[src/rtl/mcu_pkg.sv]
// Shared types and encodings for the multi-cycle MIPS control unit.
package mcu_pkg;

  typedef enum logic [3:0] {
    S_FETCH    = 4'd0,
    S_DECODE   = 4'd1,
    S_MEM_ADDR = 4'd2,
    S_MEM_RD   = 4'd3,
    S_MEM_WB   = 4'd4,
    S_MEM_WR   = 4'd5,
    S_EXEC     = 4'd6,
    S_R_WB     = 4'd7,
    S_BRANCH   = 4'd8,
    S_JUMP     = 4'd9,
    S_LUI_WB   = 4'd10,
    S_FAULT    = 4'd11
  } state_t;

  // opcodes (IR[31:26])
  localparam logic [5:0] OP_LB  = 6'b100000;
  localparam logic [5:0] OP_LH  = 6'b100001;
  localparam logic [5:0] OP_LW  = 6'b100011;
  localparam logic [5:0] OP_LBU = 6'b100100;
  localparam logic [5:0] OP_LHU = 6'b100101;
  localparam logic [5:0] OP_SB  = 6'b101000;
  localparam logic [5:0] OP_SH  = 6'b101001;
  localparam logic [5:0] OP_SW  = 6'b101011;
  localparam logic [5:0] OP_R   = 6'b000000;
  localparam logic [5:0] OP_J   = 6'b000010;
  localparam logic [5:0] OP_JAL = 6'b000011;
  localparam logic [5:0] OP_BEQ = 6'b000100;
  localparam logic [5:0] OP_JR  = 6'b001000;
  localparam logic [5:0] OP_LUI = 6'b001111;

  // datapath mux encodings
  localparam logic [1:0] RD_RT = 2'b00, RD_RD = 2'b01, RD_RA = 2'b10;
  localparam logic [1:0] M2R_ALU = 2'b00, M2R_MDR = 2'b01, M2R_PC = 2'b10;
  localparam logic [1:0] SRCB_B = 2'b00, SRCB_4 = 2'b01, SRCB_IMM = 2'b10, SRCB_IMM_SH = 2'b11;
  localparam logic [1:0] ALU_ADD = 2'b00, ALU_SUB = 2'b01, ALU_FUNCT = 2'b10;
  localparam logic [1:0] PCS_ALU = 2'b00, PCS_ALUOUT = 2'b01, PCS_JUMP = 2'b10, PCS_A = 2'b11;

  // decoded instruction class plus the sticky datapath qualifiers
  typedef struct packed {
    logic       ld;
    logic       st;
    logic       r;
    logic       beq;
    logic       jmp;       // j, jal or jr
    logic       jal;
    logic       jr;
    logic       lui;
    logic       extended;
    logic [1:0] load;
    logic       illegal;
  } opdec_t;

endpackage

[src/rtl/mcu_opcode_decode.sv]
// Combinational opcode classifier: instruction-class one-hots plus
// extended/load/lui qualifiers and an illegal-opcode flag.
module mcu_opcode_decode
  import mcu_pkg::*;
(
  input  logic [5:0] opcode,
  output opdec_t     dec
);

  // one case arm per legal opcode, everything else is illegal
  always_comb begin
    dec = '0;
    case (opcode)
      OP_LB:  dec.ld = 1'b1;
      OP_LH:  begin dec.ld = 1'b1; dec.load = 2'b10; end
      OP_LW:  begin dec.ld = 1'b1; dec.load = 2'b01; dec.extended = 1'b1; end
      OP_LBU: begin dec.ld = 1'b1; dec.extended = 1'b1; end
      OP_LHU: begin dec.ld = 1'b1; dec.load = 2'b10; dec.extended = 1'b1; end
      OP_SB:  begin dec.st = 1'b1; dec.extended = 1'b1; end
      OP_SH:  begin dec.st = 1'b1; dec.extended = 1'b1; end
      OP_SW:  begin dec.st = 1'b1; dec.extended = 1'b1; end
      OP_R:   dec.r = 1'b1;
      OP_J:   dec.jmp = 1'b1;
      OP_JAL: begin dec.jmp = 1'b1; dec.jal = 1'b1; end
      OP_BEQ: dec.beq = 1'b1;
      OP_JR:  begin dec.jmp = 1'b1; dec.jr = 1'b1; end
      OP_LUI: dec.lui = 1'b1;
      default: dec.illegal = 1'b1;
    endcase
  end

endmodule

[src/rtl/multicycle_control_unit.sv]
// Multi-cycle MIPS sequencing FSM: fetch/decode/execute/memory/writeback
// with mem_ready stalls and a sticky FAULT state for illegal opcodes.
// Optional feature: define MCU_TIMEOUT_EN to fault after MEM_TIMEOUT
// consecutive stalled cycles in a memory state.
module multicycle_control_unit
  import mcu_pkg::*;
#(
  parameter int MEM_TIMEOUT = 16
) (
  input  logic       clk,
  input  logic       rst,
  input  logic [5:0] opcode,
  input  logic       mem_ready,
  output logic       pc_write,
  output logic       pc_write_cond,
  output logic       ir_write,
  output logic       i_or_d,
  output logic       mem_read,
  output logic       mem_write,
  output logic       reg_write,
  output logic [1:0] reg_dest,
  output logic [1:0] mem_to_reg,
  output logic       alu_src_a,
  output logic [1:0] alu_src_b,
  output logic [1:0] alu_op,
  output logic [1:0] pc_source,
  output logic       extended,
  output logic       lui_ctrl,
  output logic [1:0] load,
  output logic       instr_done,
  output logic       fault
);

  state_t     state, nxt;
  logic [5:0] op_q;
  opdec_t     dq, dr;   // decode of latched op_q / raw IR opcode
  logic       tmo;      // stall limit hit this cycle

  mcu_opcode_decode u_dec_q (.opcode(op_q),   .dec(dq));
  mcu_opcode_decode u_dec_r (.opcode(opcode), .dec(dr));

  logic unused_dec;
`ifdef MCU_TIMEOUT_EN
  localparam int CW = $clog2(MEM_TIMEOUT + 1);
  logic [CW-1:0] wait_cnt;
  logic          waiting;

  assign waiting = (state == S_FETCH || state == S_MEM_RD || state == S_MEM_WR) && !mem_ready;
  // the MEM_TIMEOUT-th consecutive low cycle is the one that faults
  assign tmo     = waiting && (wait_cnt == CW'(MEM_TIMEOUT - 1));

  // consecutive-stall counter; any completion or state change clears it
  always_ff @(posedge clk) begin
    if (rst || !waiting) wait_cnt <= '0;
    else                 wait_cnt <= wait_cnt + 1'b1;
  end

  assign unused_dec = ^{dq.st, dq.r, dq.beq, dq.jmp, dq.illegal,
                        dr.jal, dr.jr, dr.lui, dr.extended, dr.load};
`else
  assign tmo        = 1'b0;
  assign unused_dec = ^{dq.st, dq.r, dq.beq, dq.jmp, dq.illegal,
                        dr.jal, dr.jr, dr.lui, dr.extended, dr.load, (MEM_TIMEOUT > 0)};
`endif

  // state and latched opcode; reset overrides any wait or FAULT
  always_ff @(posedge clk) begin
    if (rst) begin
      state <= S_FETCH;
      op_q  <= '0;
    end else begin
      state <= nxt;
      if (state == S_DECODE) op_q <= opcode;
    end
  end

  // next-state sequencing
  always_comb begin
    nxt = state;
    case (state)
      S_FETCH:    if (mem_ready) nxt = S_DECODE; else if (tmo) nxt = S_FAULT;
      S_DECODE: begin
        if (dr.illegal)         nxt = S_FAULT;
        else if (dr.ld || dr.st) nxt = S_MEM_ADDR;
        else if (dr.r)           nxt = S_EXEC;
        else if (dr.beq)         nxt = S_BRANCH;
        else if (dr.jmp)         nxt = S_JUMP;
        else                     nxt = S_LUI_WB;
      end
      S_MEM_ADDR: nxt = dq.ld ? S_MEM_RD : S_MEM_WR;
      S_MEM_RD:   if (mem_ready) nxt = S_MEM_WB; else if (tmo) nxt = S_FAULT;
      S_MEM_WR:   if (mem_ready) nxt = S_FETCH;  else if (tmo) nxt = S_FAULT;
      S_EXEC:     nxt = S_R_WB;
      S_MEM_WB, S_R_WB, S_BRANCH, S_JUMP, S_LUI_WB: nxt = S_FETCH;
      S_FAULT:    nxt = S_FAULT;
      default:    nxt = S_FAULT;
    endcase
  end

  // per-state outputs; everything forced low while rst is high
  always_comb begin
    pc_write = 1'b0; pc_write_cond = 1'b0; ir_write = 1'b0; i_or_d = 1'b0;
    mem_read = 1'b0; mem_write = 1'b0; reg_write = 1'b0;
    reg_dest = RD_RT; mem_to_reg = M2R_ALU; alu_src_a = 1'b0;
    alu_src_b = SRCB_B; alu_op = ALU_ADD; pc_source = PCS_ALU;
    extended = 1'b0; lui_ctrl = 1'b0; load = 2'b00;
    instr_done = 1'b0; fault = 1'b0;
    if (!rst) begin
      if (state != S_FAULT) begin
        extended = dq.extended;
        lui_ctrl = dq.lui;
        load     = dq.load;
      end
      case (state)
        S_FETCH: begin
          mem_read  = 1'b1;
          alu_src_b = SRCB_4;
          ir_write  = mem_ready;
          pc_write  = mem_ready;
        end
        S_DECODE:   alu_src_b = SRCB_IMM_SH;
        S_MEM_ADDR: begin alu_src_a = 1'b1; alu_src_b = SRCB_IMM; end
        S_MEM_RD:   begin i_or_d = 1'b1; mem_read = 1'b1; end
        S_MEM_WB: begin
          reg_write = 1'b1; reg_dest = RD_RT; mem_to_reg = M2R_MDR; instr_done = 1'b1;
        end
        S_MEM_WR:   begin i_or_d = 1'b1; mem_write = 1'b1; instr_done = mem_ready; end
        S_EXEC:     begin alu_src_a = 1'b1; alu_src_b = SRCB_B; alu_op = ALU_FUNCT; end
        S_R_WB: begin
          reg_write = 1'b1; reg_dest = RD_RD; mem_to_reg = M2R_ALU; instr_done = 1'b1;
        end
        S_BRANCH: begin
          alu_src_a = 1'b1; alu_op = ALU_SUB; pc_write_cond = 1'b1;
          pc_source = PCS_ALUOUT; instr_done = 1'b1;
        end
        S_JUMP: begin
          pc_write   = 1'b1;
          pc_source  = dq.jr ? PCS_A : PCS_JUMP;
          instr_done = 1'b1;
          if (dq.jal) begin reg_write = 1'b1; reg_dest = RD_RA; mem_to_reg = M2R_PC; end
        end
        S_LUI_WB:   begin reg_write = 1'b1; reg_dest = RD_RT; instr_done = 1'b1; end
        S_FAULT:    fault = 1'b1;
        default:    fault = 1'b1;
      endcase
    end
  end

endmodule

[config.mk]
export PLATFORM = sky130hd
export DESIGN_NAME = multicycle_control_unit
export DESIGN_NICKNAME = d
export VERILOG_FILES = /design/src/rtl/mcu_pkg.sv /design/src/rtl/mcu_opcode_decode.sv /design/src/rtl/multicycle_control_unit.sv
export SDC_FILE = /design/constraint.sdc
export NUM_CORES = 1
export LEC_CHECK = 0
export CORE_MARGIN = 1
export CORE_UTILIZATION = 25
export CTS_CLUSTER_SIZE = 40
export DETAILED_ROUTE_END_ITERATION = 6
export PLACE_DENSITY_LB_ADDON = 0.05
export SYNTH_ARGS = -nofsm -noshare
export SYNTH_HDL_FRONTEND = slang
export SYNTH_SLANG_ARGS = --single-unit
[constraint.sdc]
create_clock -name clk -period 1.9 [get_ports clk]
set_input_delay 0.285 -clock clk [delete_from_list [all_inputs] [get_ports clk]]
set_output_delay 0.285 -clock clk [all_outputs]
set_load 0.005 [all_outputs]
==> key figures, run 1 <==
Status
  – Run status: complete, but fails checks
  – Failing checks: negative setup slack

CTS
  – CTS tree: done
  – Clk buf depth: 2
  – CTS Buf Count: 3
  – Clk pin slew, worst setup/hold paths: 0.04 ns
  – Clk sinks: 10
  – Clock latency on the worst-skew pair: 0.23 ns
  – Root buffer cell: clkbuf_8
  – CTS H-Tree Depth: 1

Yosys
  – Ys flop type: dfxtp_1
  – Cell Area, Synth: 1030 µm²
  – FFs w/ async S/R, synth: 0
  – Unique masters post-synth: 49
  – Synth warn: 0
  – Avg Inst Size Synth: 6.96 µm²
  – Sequential area share after synthesis: 0.194
  – Cells after Synth: 148
  – Post-Syn Nets: 157
  – Yosys reg bits: 10
  – EDFF count, synth: 0
  – Top-area cell type share of the netlist area: 0.194
  – Top cells by area, synth: dfxtp_1 19%, nor2_1 6.9%, nand2_1 6.6%
  – Post-synth top area cell: dfxtp_1

Setup path
  – Crit path kind: input pin to output pin
  – Critical path startpoint category: input pin
  – Max Fanout on Critical Path: 5
  – Critical Path RT: 1.62 ns
  – CP arrival: 1.64 ns
  – R2R Setup Slk: 0.21 ns
  – Crit end category: output pin

STA
  – Final worst slack: -0.0275 ns
  – Unrepaired setup endpoints after global routing: yes
  – Worst Tran Pin Value: 0.427 ns
  – Hold WS: 0.532 ns
  – Max Freq: 519 MHz
  – Post-layout minimum cycle time: 1.93 ns
  – Final worst-path cycle share: 1.01
  – Final Setup Violations: 2
  – Fin. max-slew vios: 0
  – Clock skew: 0.00254 ns
  – Final hold vios: 0
  – Max-slew headroom: 0.713

Finish
  – Area grow syn2layout: 84.4%
  – Post-layout util: 0.500
  – Most common cell after layout, fill and taps aside: buf_4
  – Nets: 234
  – Layout cells sized above 1: 0.399
  – # diodes: 0
  – Most frequent cells in the layout: 46 x buf_4, 18 x nor2_1, 17 x nand2_1, 12 x dlygate4sd2_1, 11 x a21oi_1

Place
  – Dpl hpwl: 2580 µm
  – PortBufs: 32
  – Final Wtd Congestion: 0.817
  – Pre-CTS setup slack: -0.438 ns

Route
  – Remaining DRCs: 0
  – WL/cell: 12.7 µm
  – Final wirelength: 3440 µm
  – Vias per cell: 5.07
  – DRT Pass-1 Iters: 4
  – Final ANT Viol Nets: 0
  – Via count: 1374
  – DR iter-0 viols: 55

Global route
  – Gr ovfl total: 0
  – First-pass GRT wire length: 6040 µm
  – Largest net degree at the start of global routing: 15
  – Number of global-route vias before repair: 1333
  – Global Route Usage Sum: 0.178
  – Initial antenna violation count: 0

Floorplan
  – Cell Rows: 22
  – Die Y-Extent: 66.2 µm
  – # IOs: 33
  – Initial Utilization: 0.271
  – Die Area: 4380 µm²
  – Die width: 66.2 µm
  – Core Footprint: 3800 µm²

Pwr
  – Power density over the cells: 821 nW/µm²
  – Worst vdd ir: 0.368 mV
  – Pleak: 0.877 nW

Worst hold path
  – Hold Path Class: input pin to flop

Run
  – Max cap viols: 0
critical path, cell delays in order:
cell	delay [ns]
clkdlybuf4s50_1	0.52
buf_4	0.16
and3_1	0.17
clkdlybuf4s50_1	0.50
cells in the mapped netlist (all sizes together) (2+ instances only):
master / count
nor4b: 5
o21ai: 6
or2: 4
dfxtp: 10
o21bai: 2
clkbuf: 5
nor2b: 2
nor4: 7
xnor2: 3
nor3: 8
inv: 3
nand2: 18
a21oi: 11
nor2: 19
buf: 8
nand2b: 4
or3: 3
and3: 3
nand3: 3
cell type report:
cell class,instances,area [µm²]
Clock buffer,3,41.3
Fill cell,394,1900
Inverter,3,11.3
Multi-Input combinational cell,122,860
Sequential cell,10,210
Tap cell,48,60.1
Timing Repair Buffer,85,717
power by group:
part | switching [W] | internal (W) | total, W
sequential | 0.0000425 | 0.000265 | 0.000307
combinational | 0.000494 | 0.000549 | 0.00104
clock | 0.0000713 | 0.000138 | 0.000209
state kept, by name, indices dropped and copies added, names as in the netlist:
name,count
op_q,6
state,4
cells by family after synthesis:
group           synth area share
mux                       0.0109
xor+xnor                  0.0340
simple gates               0.447
compound gates             0.248
buf+inv                   0.0656
flops                      0.194
path summary, 6_finish.rpt:
kind / from / endpoint / cells past startpoint
worst max-delay path: mem_ready / ir_write / 4
worst min-delay path: rst / op_q[1] / 3
worst max register to register: state[1] / state[1] / 5
worst min register to register: op_q[0] / op_q[0] / 3
per-layer routing:
layer	global-route usage	routed length, µm	share of wire
met1	0.231	1630	0.47
met4	0.0479	17	0.0049
met5	0	0	0
met2	0.304	1680	0.49
met3	0.0259	107	0.031
what timing repair did:
item | CTS | global route
gates resized for setup | 51 | 19
endpoints found under the setup margin | 24 | 12
hold buffers | 0 | 0
pin swaps | 6 | 8
cloned | 1 | 0
setup buffers | 11 | 2
stage by stage:
stage          cell area [µm²]  power [W]  TNS (ns)  instances
2_1_floorplan             1030   0.000791         0        148
3_3_place_gp              1660    0.00120     -5.72        256
3_5_place_dp              1660    0.00121     -6.10        256
4_1_cts                   1860    0.00155    -0.102        269
5_1_grt                   1900    0.00170    -0.156        271
6_report                  1900    0.00156   -0.0284        271
No activity file was read; power rests on OpenSTA's default activity.
==> run 2, diff against run 1 <==
--- a/config.mk
+++ b/config.mk
@@ -5,6 +5,7 @@
 export SDC_FILE = /design/constraint.sdc
 export NUM_CORES = 1
 export LEC_CHECK = 0
+export CAP_MARGIN = 20
 export CORE_MARGIN = 1
 export CORE_UTILIZATION = 25
 export CTS_CLUSTER_SIZE = 40
==> constraint.sdc (replaced) <==
create_clock -name clk -period 2.4 [get_ports clk]
set_input_delay 0.36 -clock clk [delete_from_list [all_inputs] [get_ports clk]]
set_output_delay 0.36 -clock clk [all_outputs]
set_load 0.005 [all_outputs]
==> key figures, run 2 (synthesis gave the netlist of run 1 again) <==
Status
  – Run status: finished clean

Route
  – Final ANT Viol Nets: 0
  – Via count: 1229
  – Vias per cell: 5.19
  – Remaining DRCs: 0
  – DRT Pass-1 Iters: 4
  – WL/cell: 13.2 µm
  – DR iter-0 viols: 55
  – Final wirelength: 3140 µm

Global route
  – Gr ovfl total: 0
  – Number of global-route vias before repair: 1118
  – Initial antenna violation count: 0
  – Global Route Usage Sum: 0.155
  – First-pass GRT wire length: 5200 µm
  – Largest net degree at the start of global routing: 18

Setup path
  – Max Fanout on Critical Path: 17
  – CP arrival: 1.91 ns
  – Crit path kind: flop to output pin
  – Crit end category: output pin
  – Critical path startpoint category: flop
  – Critical Path RT: 2.04 ns

Floorplan
  – Initial Utilization: 0.271
  – Core Footprint: 3800 µm²
  – Die Y-Extent: 66.2 µm
  – Cell Rows: 22
  – # IOs: 33
  – Die Area: 4380 µm²
  – Die width: 66.2 µm

CTS
  – Clk pin slew, worst setup/hold paths: 0.05 ns
  – Clock latency on the worst-skew pair: 0.23 ns
  – Clk sinks: 10
  – CTS Buf Count: 3
  – Root buffer cell: clkbuf_8
  – Postcts setup bufs: 0
  – CTS H-Tree Depth: 1
  – CTS tree: done
  – Clk buf depth: 2

STA
  – Worst Tran Pin Value: 0.397 ns
  – Max-slew headroom: 0.733
  – Final Setup Violations: 0
  – Final hold vios: 0
  – Unrepaired setup endpoints after global routing: no
  – Max Freq: 440 MHz
  – Hold WS: 0.492 ns
  – Post-layout minimum cycle time: 2.27 ns
  – Final worst-path cycle share: 0.947
  – Clock skew: 0.00215 ns
  – Fin. max-slew vios: 0
  – Post-Route Setup TNS: 0 ns

Finish
  – Max reg flops: 6
  – Most common cell after layout, fill and taps aside: clkdlybuf4s50_1
  – Fillers: 410
  – Sequential cell area: 203 µm²
  – Most frequent cells in the layout: 29 x clkdlybuf4s50_1, 19 x nor2_1, 18 x nand2_1, 18 x buf_4, 11 x a21oi_1
  – # diodes: 0
  – Top register by number of flip-flops: op_q
  – Biggest regs: op_q (6), state (4)
  – Area grow syn2layout: 52.0%
  – Layout cells sized above 1: 0.180
  – Nets: 199
  – Area of the multi-input gates: 777 µm²
  – Finished Layout Cells: 237

Pwr
  – Worst vdd ir: 0.310 mV
  – Sequential power share: 0.250
  – Power density over the cells: 689 nW/µm²
  – Pleak: 0.581 nW
  – Psw: 0.000428 W
  – Comb pwr share: 0.561
  – Clk pwr share: 0.190
  – Internal: 0.000650 W
  – Sw frac: 0.397

Worst hold path
  – Hold Path Class: flop to flop

Place
  – PortBufs: 32
  – Dpl hpwl: 2460 µm
  – Final Wtd Congestion: 0.814
  – DP Cell Count: 233

Run
  – Max cap viols: 0
-- run 2: cell count changes in the layout (fill, tap and decap cells not counted), sizes merged --
cell	before	now
clkbuf	7	4
clkdlybuf4s50	9	29
dlymetal6s2s	4	2
buf	55	18
clkdlybuf4s15	1	0
dlygate4sd2	12	1
-- run 2: power by group through the flow --
stage	logic [W]	registers, W	clock network (W)
6_report	0.000605	0.000269	0.000205
5_1_grt	0.000677	0.000277	0.000220
4_1_cts	0.000606	0.000268	0.000210
3_5_place_dp	0.000599	0.000270	0
3_3_place_gp	0.000597	0.000269	0
2_1_floorplan	0.000384	0.000243	0
-- run 2: worst paths after layout --
kind	from	to	slack [ns]	depth (start not counted)
worst max-delay path	state[3]	fault	0.13	4
worst min-delay path	op_q[0]	op_q[0]	0.49	2
worst min register to register	op_q[0]	op_q[0]	0.49	2
worst max register to register	state[3]	state[1]	0.84	4
-- run 2: critical path, stage by stage (launching register included) --
cell and delay [ns]:
dfxtp_1 0.38, buf_4 0.24, inv_1 0.13, nor3_1 0.35, clkdlybuf4s50_1 0.57
-- run 2: layout make-up --
cell class              instances  share of cell area
well taps                      48              0.0384
repair buffers                 50               0.293
flip-flops and latches         10               0.129
inverters                       3             0.00719
clock buffers                   4              0.0352
multi-input cells             122               0.496
-- run 2: metal layers --
layer | share of wire | global-route usage
met3 | 0.045 | 0.0155
met2 | 0.45 | 0.256
met5 | 0 | 0
met4 | 0.0096 | 0.0559
met1 | 0.49 | 0.206
-- run 2: what timing repair did --
action	in CTS	in global routing
hold buffers	0	0
hold endpoints to repair	0	0
gates resized for setup	3	5
endpoints found under the setup margin	3	12
pin swaps	0	1
-- run 2: metrics by stage --
stage	area, µm²	worst slack, ns	total power (W)	utilization
after floorplan	1030	0.770	0.000627	-
after CTS	1550	-0.00963	0.00108	0.408
final	1570	0.127	0.00108	0.412
after global routing	1570	0.000550	0.00117	0.412
after global placement	1490	-0.00852	0.000866	0.392
after detailed placement	1490	0.000572	0.000868	0.392
